### config.mk
export PLATFORM = sky130hd
export DESIGN_NAME = cache_init_seq
export DESIGN_NICKNAME = d
export VERILOG_FILES = /design/src/rtl/cache_init_seq.sv
export SDC_FILE = /design/constraint.sdc
export NUM_CORES = 1
export LEC_CHECK = 0
export CORE_AREA = 2 2 39 41
export CTS_BUF_LIST = sky130_fd_sc_hd__clkbuf_2 sky130_fd_sc_hd__clkbuf_4 sky130_fd_sc_hd__clkbuf_8
export DETAILED_ROUTE_END_ITERATION = 6
export DIE_AREA = 0 0 41 43
export DONT_BUFFER_PORTS = 1
export PLACE_DENSITY_LB_ADDON = 0.3
export SLEW_MARGIN = 20
export SYNTH_ARGS = -nofsm -noshare
export SYNTH_HDL_FRONTEND = slang
export SYNTH_SLANG_ARGS = --single-unit
### constraint.sdc
create_clock -name clk_i -period 2.4 [get_ports clk_i]
set_clock_uncertainty 0.05 [all_clocks]
set_input_delay 0.48 -clock clk_i [delete_from_list [all_inputs] [get_ports clk_i]]
set_output_delay 0.48 -clock clk_i [all_outputs]
set_load 0.05 [all_outputs]
### src/rtl/cache_init_seq.sv
// Cache valid/tag array init walker: clears every set through the SRAM arbiter.
// Optional CACHE_INIT_DATA_CLR_EN also walks and clears every data-array beat.
module cache_init_seq #(
    parameter int unsigned NUM_SETS   = 256,
    parameter int unsigned NUM_WAYS   = 4,
    parameter int unsigned DATA_BEATS = 2,
    localparam int unsigned AW = (NUM_SETS > 1) ? $clog2(NUM_SETS) : 1,
    localparam int unsigned BW = (DATA_BEATS > 1) ? $clog2(DATA_BEATS) : 1
) (
    input  logic                clk_i,
    input  logic                rst_ni,
    input  logic                init_i,
    input  logic                rst_uarch_ni,
    output logic                busy_o,
    output logic                done_o,
    output logic                req_o,
    input  logic                gnt_i,
    output logic [AW-1:0]       addr_o,
    output logic [BW-1:0]       beat_o,
    output logic [NUM_WAYS-1:0] way_en_o,
    output logic                tag_we_o,
    output logic                data_we_o
);

    localparam logic [1:0] IDLE = 2'd0;
    localparam logic [1:0] ARM  = 2'd1;
    localparam logic [1:0] WALK = 2'd2;

    localparam logic [AW-1:0] LAST_SET = AW'(NUM_SETS - 1);
`ifdef CACHE_INIT_DATA_CLR_EN
    localparam logic [BW-1:0] LAST_BEAT = BW'(DATA_BEATS - 1);
`else
    // Without data clearing every set is a single beat.
    localparam logic [BW-1:0] LAST_BEAT = '0;
`endif

    logic [1:0]    state_q, state_d;
    logic [AW-1:0] addr_q, addr_d;
    logic [BW-1:0] beat_q, beat_d;
    logic          done_q, done_d;
    logic          last_beat;

    assign last_beat = (addr_q == LAST_SET) && (beat_q == LAST_BEAT);

    always_comb begin
        state_d = state_q;
        addr_d  = addr_q;
        beat_d  = beat_q;
        done_d  = 1'b0;
        unique case (state_q)
            IDLE: begin
                if (init_i) begin
                    state_d = rst_uarch_ni ? WALK : ARM;
                    addr_d  = '0;
                    beat_d  = '0;
                end
            end
            ARM: begin
                addr_d = '0;
                beat_d = '0;
                if (rst_uarch_ni) begin
                    state_d = WALK;
                end
            end
            WALK: begin
                // Micro-reset beats restart; restart discards any grant.
                if (!rst_uarch_ni) begin
                    state_d = ARM;
                    addr_d  = '0;
                    beat_d  = '0;
                end else if (init_i) begin
                    addr_d = '0;
                    beat_d = '0;
                end else if (gnt_i) begin
                    if (last_beat) begin
                        state_d = IDLE;
                        done_d  = 1'b1;
                        addr_d  = '0;
                        beat_d  = '0;
                    end else if (beat_q == LAST_BEAT) begin
                        beat_d = '0;
                        addr_d = addr_q + AW'(1);
                    end else begin
                        beat_d = beat_q + BW'(1);
                    end
                end
            end
            default: begin
                state_d = ARM;
                addr_d  = '0;
                beat_d  = '0;
            end
        endcase
    end

    always_ff @(posedge clk_i or negedge rst_ni) begin
        if (!rst_ni) begin
            state_q <= ARM;
            addr_q  <= '0;
            beat_q  <= '0;
            done_q  <= 1'b0;
        end else begin
            state_q <= state_d;
            addr_q  <= addr_d;
            beat_q  <= beat_d;
            done_q  <= done_d;
        end
    end

    assign busy_o   = (state_q != IDLE);
    assign done_o   = done_q;
    assign req_o    = (state_q == WALK) && rst_uarch_ni;
    assign addr_o   = addr_q;
    assign way_en_o = {NUM_WAYS{req_o}};

`ifdef CACHE_INIT_DATA_CLR_EN
    assign beat_o    = beat_q;
    assign data_we_o = req_o;
`else
    assign beat_o    = '0;
    assign data_we_o = 1'b0;
`endif

    assign tag_we_o = req_o && (beat_o == '0);

endmodule
Word-level counts from Yosys, hierarchy flattened
Cells that the tools add are included.
Widths: inputs -> output; s select.
{"block": "totals", "rom_bits": 0, "mem_bits_rw": 0, "regBits": 12, "n_memories": 0, "inputBits": 5, "latchBits": 0}
{"block": "classes", "add_sub_neg": 2, "div": 0, "multipliers": 0, "n_reduce_logical": 7, "bitwise_logic": 1, "mux": 27, "n_lt_le_gt_ge": 0, "shifts": 0, "eq_ne": 10}
{"op": "$mux 8", "count": 6}
{"op": "$pmux 8 s2", "count": 1}
{"op": "$mux 2", "count": 7}
{"op": "$mux 1", "count": 11}
{"op": "$ne 3x3->1 const B", "count": 3}
{"op": "$add 8x1->8 const B", "count": 1}
{"op": "$eq 8x8->1 const B", "count": 1}
{"op": "$pmux 2 s3", "count": 1}
{"op": "$ne 5x5->1 const B", "count": 1}
{"op": "$reduce_and 5->1", "count": 1}
{"op": "$ne 2x2->1 const B", "count": 2}
{"op": "$ne 4x4->1 const B", "count": 1}
{"op": "$reduce_and 3->1", "count": 1}
{"op": "$eq 2x1->1 const B", "count": 1}
{"op": "$eq 2x2->1 const B", "count": 1}
{"op": "$logic_and 1x1->1", "count": 2}
{"op": "$logic_not 2->1", "count": 1}
{"op": "$pmux 1 s2", "count": 1}
{"op": "$reduce_and 2->1", "count": 1}
{"op": "$reduce_bool 2->1", "count": 1}
{"op": "$add 1x1->1 const B", "count": 1}
{"op": "$not 1->1", "count": 1}

Depth between registers and ports, before layout
{"block": "depth", "depth_word": 7, "ltp_mapped": 5}

Least setup slack after synthesis
No wires, ideal clock.
{"block": "synth_timing", "kind": "input to output", "startpoint": "in rst_uarch_ni", "endpoint": "out tag_we_o", "arrival_ns": 1.320, "setup_slack_ns": 0.550, "required_ns": 1.870, "path_stages": 2, "n_path_buf": 1, "cell_sequence": "and3_1 -> buf_4"}
{"block": "synth_between", "elab_chain_cells": 1}
{"item": "start: declaration", "line": "13", "text": "input logic rst_uarch_ni,"}
{"item": "$logic_and 1x1->1", "line": "112", "text": "assign req_o = (state_q == WALK) && rst_uarch_ni;"}
{"item": "end: declaration", "line": "21", "text": "output logic tag_we_o,"}
No other way between the ends.

Worst setup path after layout
{"block": "layout_timing", "startpoint": "reg state_q[0]", "endpoint": "out req_o"}
{"block": "layout_between", "elab_chain_cells": 2}
{"item": "start: declaration", "line": "37", "text": "logic [1:0] state_q, state_d;"}
{"item": "start signal: assignment", "line": "103", "text": "state_q <= state_d;"}
{"item": "$eq 2x2->1", "line": "112"}
{"item": "$logic_and 1x1->1", "line": "112"}
{"item": "end: declaration", "line": "16", "text": "output logic req_o,"}
No other way between the ends.

==> flow_metrics.env <==
export IMPL_syn_area_per_cell_um2=8.84
export IMPL_routedWlPerCell_um=13.4
export IMPL_drtIter0Drc=11
export IMPL_synth_flop_cell="dfrtp_1"
export IMPL_criticalPathCategory="flop to output pin"
export IMPL_antenna_left=0
export IMPL_synth_top_area_frac=0.382
export IMPL_p_clk_frac=0.322
export IMPL_critPathArrivalTime_ns=1.33
export IMPL_drv_cap=0
export IMPL_place_hpwl_um=826
export IMPL_synth_seq_area_share=0.423
export IMPL_numCtsBuffers=3
export IMPL_synth_area_leaders="dfrtp_1 38%, buf_4 8.0%, a21oi_1 5.4%, nand3_1 4.6%, nand2_1 4.6%"
export IMPL_cts_repair_resized=0
export IMPL_vias_per_cell=5.66
export IMPL_area_growth_pct=8.99
export IMPL_worst_pin_slew_ns=0.594
export IMPL_dr_total_vias=532
export IMPL_fin_nets=85
export IMPL_antenna_found_initial=0
export IMPL_hold_viol=0
export IMPL_power_frac_seq=0.462
export IMPL_die_w_um=41
export IMPL_coreArea_mm2=0.00138
export IMPL_cts_setup_buffers=0
export IMPL_dpl_cell_area_um2=673
export IMPL_synth_edf_count=0
export IMPL_switchingPower_w=0.000144
export IMPL_tritoncts="yes"
export IMPL_grt_overflow_total=0
export IMPL_htreeDepth=1
export IMPL_grt_pass1_vias=451
export IMPL_grt_max_degree=13
export IMPL_layout_drive_gt1_share=0.231
export IMPL_n_antenna_cell=0
export IMPL_design_area_um2=713
export IMPL_first_pass_iters=4
export IMPL_irDropWorstVdd_v=0.000279
export IMPL_dieHeight_um=43
export IMPL_synth_top_area_cell="dfrtp_1"
export IMPL_fin_crit_ns=1.86
export IMPL_gp_congestion=0.769
export IMPL_setup_violations=0
export IMPL_clk_latency_ns=0.27
export IMPL_timing_fmax_mhz=537
export IMPL_dieArea_mm2=0.00176
export IMPL_grt_pass1_wl_um=2090
export IMPL_rows=14
export IMPL_rsz0062_at_grt="false"
export IMPL_port_buffers=0
export IMPL_wl_um=1260
export IMPL_p_leak_nw=0.318
export IMPL_synth_ff_latch_count=11
export IMPL_p_int_w=0.000289
export IMPL_ios=23
export IMPL_worstPathRequired_ns=1.87
export IMPL_cts_root_buffer="clkbuf_4"
export IMPL_cellPowerDensity_mw_per_mm2=607
export IMPL_ys_warn_count=0
export IMPL_grt_usage=0.172
export IMPL_comb_power_share=0.216
export IMPL_ys_types=29
export IMPL_outcome="complete, no violations"
export IMPL_clock_sinks=11
export IMPL_cp_max_fo=6
export IMPL_path_clk_slew_ns=0.07
export IMPL_relSlewSlack=0.604
export IMPL_finalCritPeriodShare=0.776
export IMPL_startpoint_type="flop"
export IMPL_cts_buffer_depth=2
export IMPL_postSynthCellCount=74
export IMPL_route_detailed_drc=0
export IMPL_finalMaxSlewViolations=0
export IMPL_tns_ns=0
export IMPL_worstSetupEndpointType="output pin"
export IMPL_async_flop_share=1.00
export IMPL_p_sw_frac=0.333
export IMPL_synth_area_um2=654
export IMPL_holdCritPathClass="primary input to flop"
export IMPL_start_util=0.473
-- Yosys cell counts, drive strengths merged (2+ instances only) --
| cell | count |
|---|---|
| o21ai | 5 |
| and4 | 2 |
| mux2i | 2 |
| and3 | 3 |
| nand2 | 8 |
| dfrtp | 10 |
| nand3 | 6 |
| buf | 8 |
| nor2 | 5 |
| nand4 | 2 |
| inv | 4 |
| a21oi | 7 |
-- state kept, by name (all words and copies together), names as in the netlist --
| name | cells |
|---|---|
| addr_o | 8 |
| state_q | 2 |
| done_o | 1 |
-- cell type report --
class,count,area [um^2]
multi-input cells,51,297
well taps,16,20.0
repair buffers,8,75.1
flip-flops and latches,11,277
inverters,4,15.0
clock buffers,4,30.0
fillers,125,671
-- final timing paths --
| kind | from | end | slack [ns] | cells after the start |
|---|---|---|---|---|
| setup reg to reg | addr_o[1] | addr_o[1] | 0.72 | 5 |
| max in group asynchronous | rst_ni | state_q[0] | 1.37 | 1 |
| min in group asynchronous | rst_ni | addr_o[3] | 0.57 | 1 |
| hold / removal | rst_uarch_ni | state_q[0] | 0.23 | 1 |
| hold reg to reg | addr_o[2] | addr_o[2] | 0.44 | 1 |
| setup / recovery | state_q[0] | req_o | 0.54 | 3 |
-- critical path, cell delays in order (launching register included) --
cell,delay (ns)
dfstp_2,0.56
inv_1,0.06
and3_2,0.21
buf_12,0.23
-- cells in the final DEF, fill, tap and decap left out, drive strengths merged --
cell / netlist / layout
and3: 3 / 3
a21oi: 7 / 7
a31oi: 1 / 1
o21ai: 5 / 5
nand2b: 1 / 1
ha: 1 / 1
or2: 1 / 1
nand3: 6 / 6
or3: 1 / 1
a21boi: 1 / 1
inv: 4 / 4
dlygate4sd3: 0 / 1
o211ai: 1 / 1
conb: 1 / 2
clkbuf: 1 / 4
buf: 8 / 7
dfrtp: 10 / 10
mux2i: 2 / 2
dfstp: 1 / 1
nand4: 2 / 2
nand2: 8 / 8
a32o: 1 / 1
and4: 2 / 2
nor2: 5 / 5
a22oi: 1 / 1
-- power by group through the flow --
stage | Combinational, W | Clock [W] | Sequential (W)
2_1_floorplan | 0.0000908 | 0 | 0.000202
3_3_place_gp | 0.0000871 | 0 | 0.000203
3_5_place_dp | 0.0000877 | 0 | 0.000204
4_1_cts | 0.0000944 | 0.000141 | 0.000200
5_1_grt | 0.000101 | 0.000149 | 0.000201
6_report | 0.0000936 | 0.000139 | 0.000200
-- cells by family (layout without fill, tap and decap cells) --
group,after synthesis,in the layout,share of synthesized area
compound gates,17,17,0.157
fa+ha+maj,1,1,0.0191
buf+inv,13,16,0.132
flops,11,11,0.423
mux,2,2,0.0306
other cells,1,2,0.00573
simple gates,29,29,0.233
-- routing by layer --
layer	GRT usage	wire length (um)	vias to the layer above
li1	-	-	260
met1	0.248	581	255
met2	0.238	610	15
met3	0.0366	48	2
met4	0.0800	17	0
met5	0	0	-
-- through the flow --
stage | std cells | hold slack (ns) | total power, W | utilization | setup slack, ns
CTS | 94 | 0.230 | 0.000435 | 0.515 | 0.524
global placement | 89 | 0.135 | 0.000291 | 0.486 | 0.746
global route | 94 | 0.223 | 0.000451 | 0.515 | 0.498
finish | 94 | 0.232 | 0.000433 | 0.515 | 0.538
floorplan | 75 | 0.134 | 0.000293 | - | 0.550
detailed placement | 89 | 0.135 | 0.000291 | 0.486 | 0.747
-- what timing repair did --
item | in CTS | in global routing
setup endpoints to repair | 0 | 0
hold buffers | 1 | 0
endpoints found under the hold margin | 11 | 0
Power figures use the tool's default switching activity.
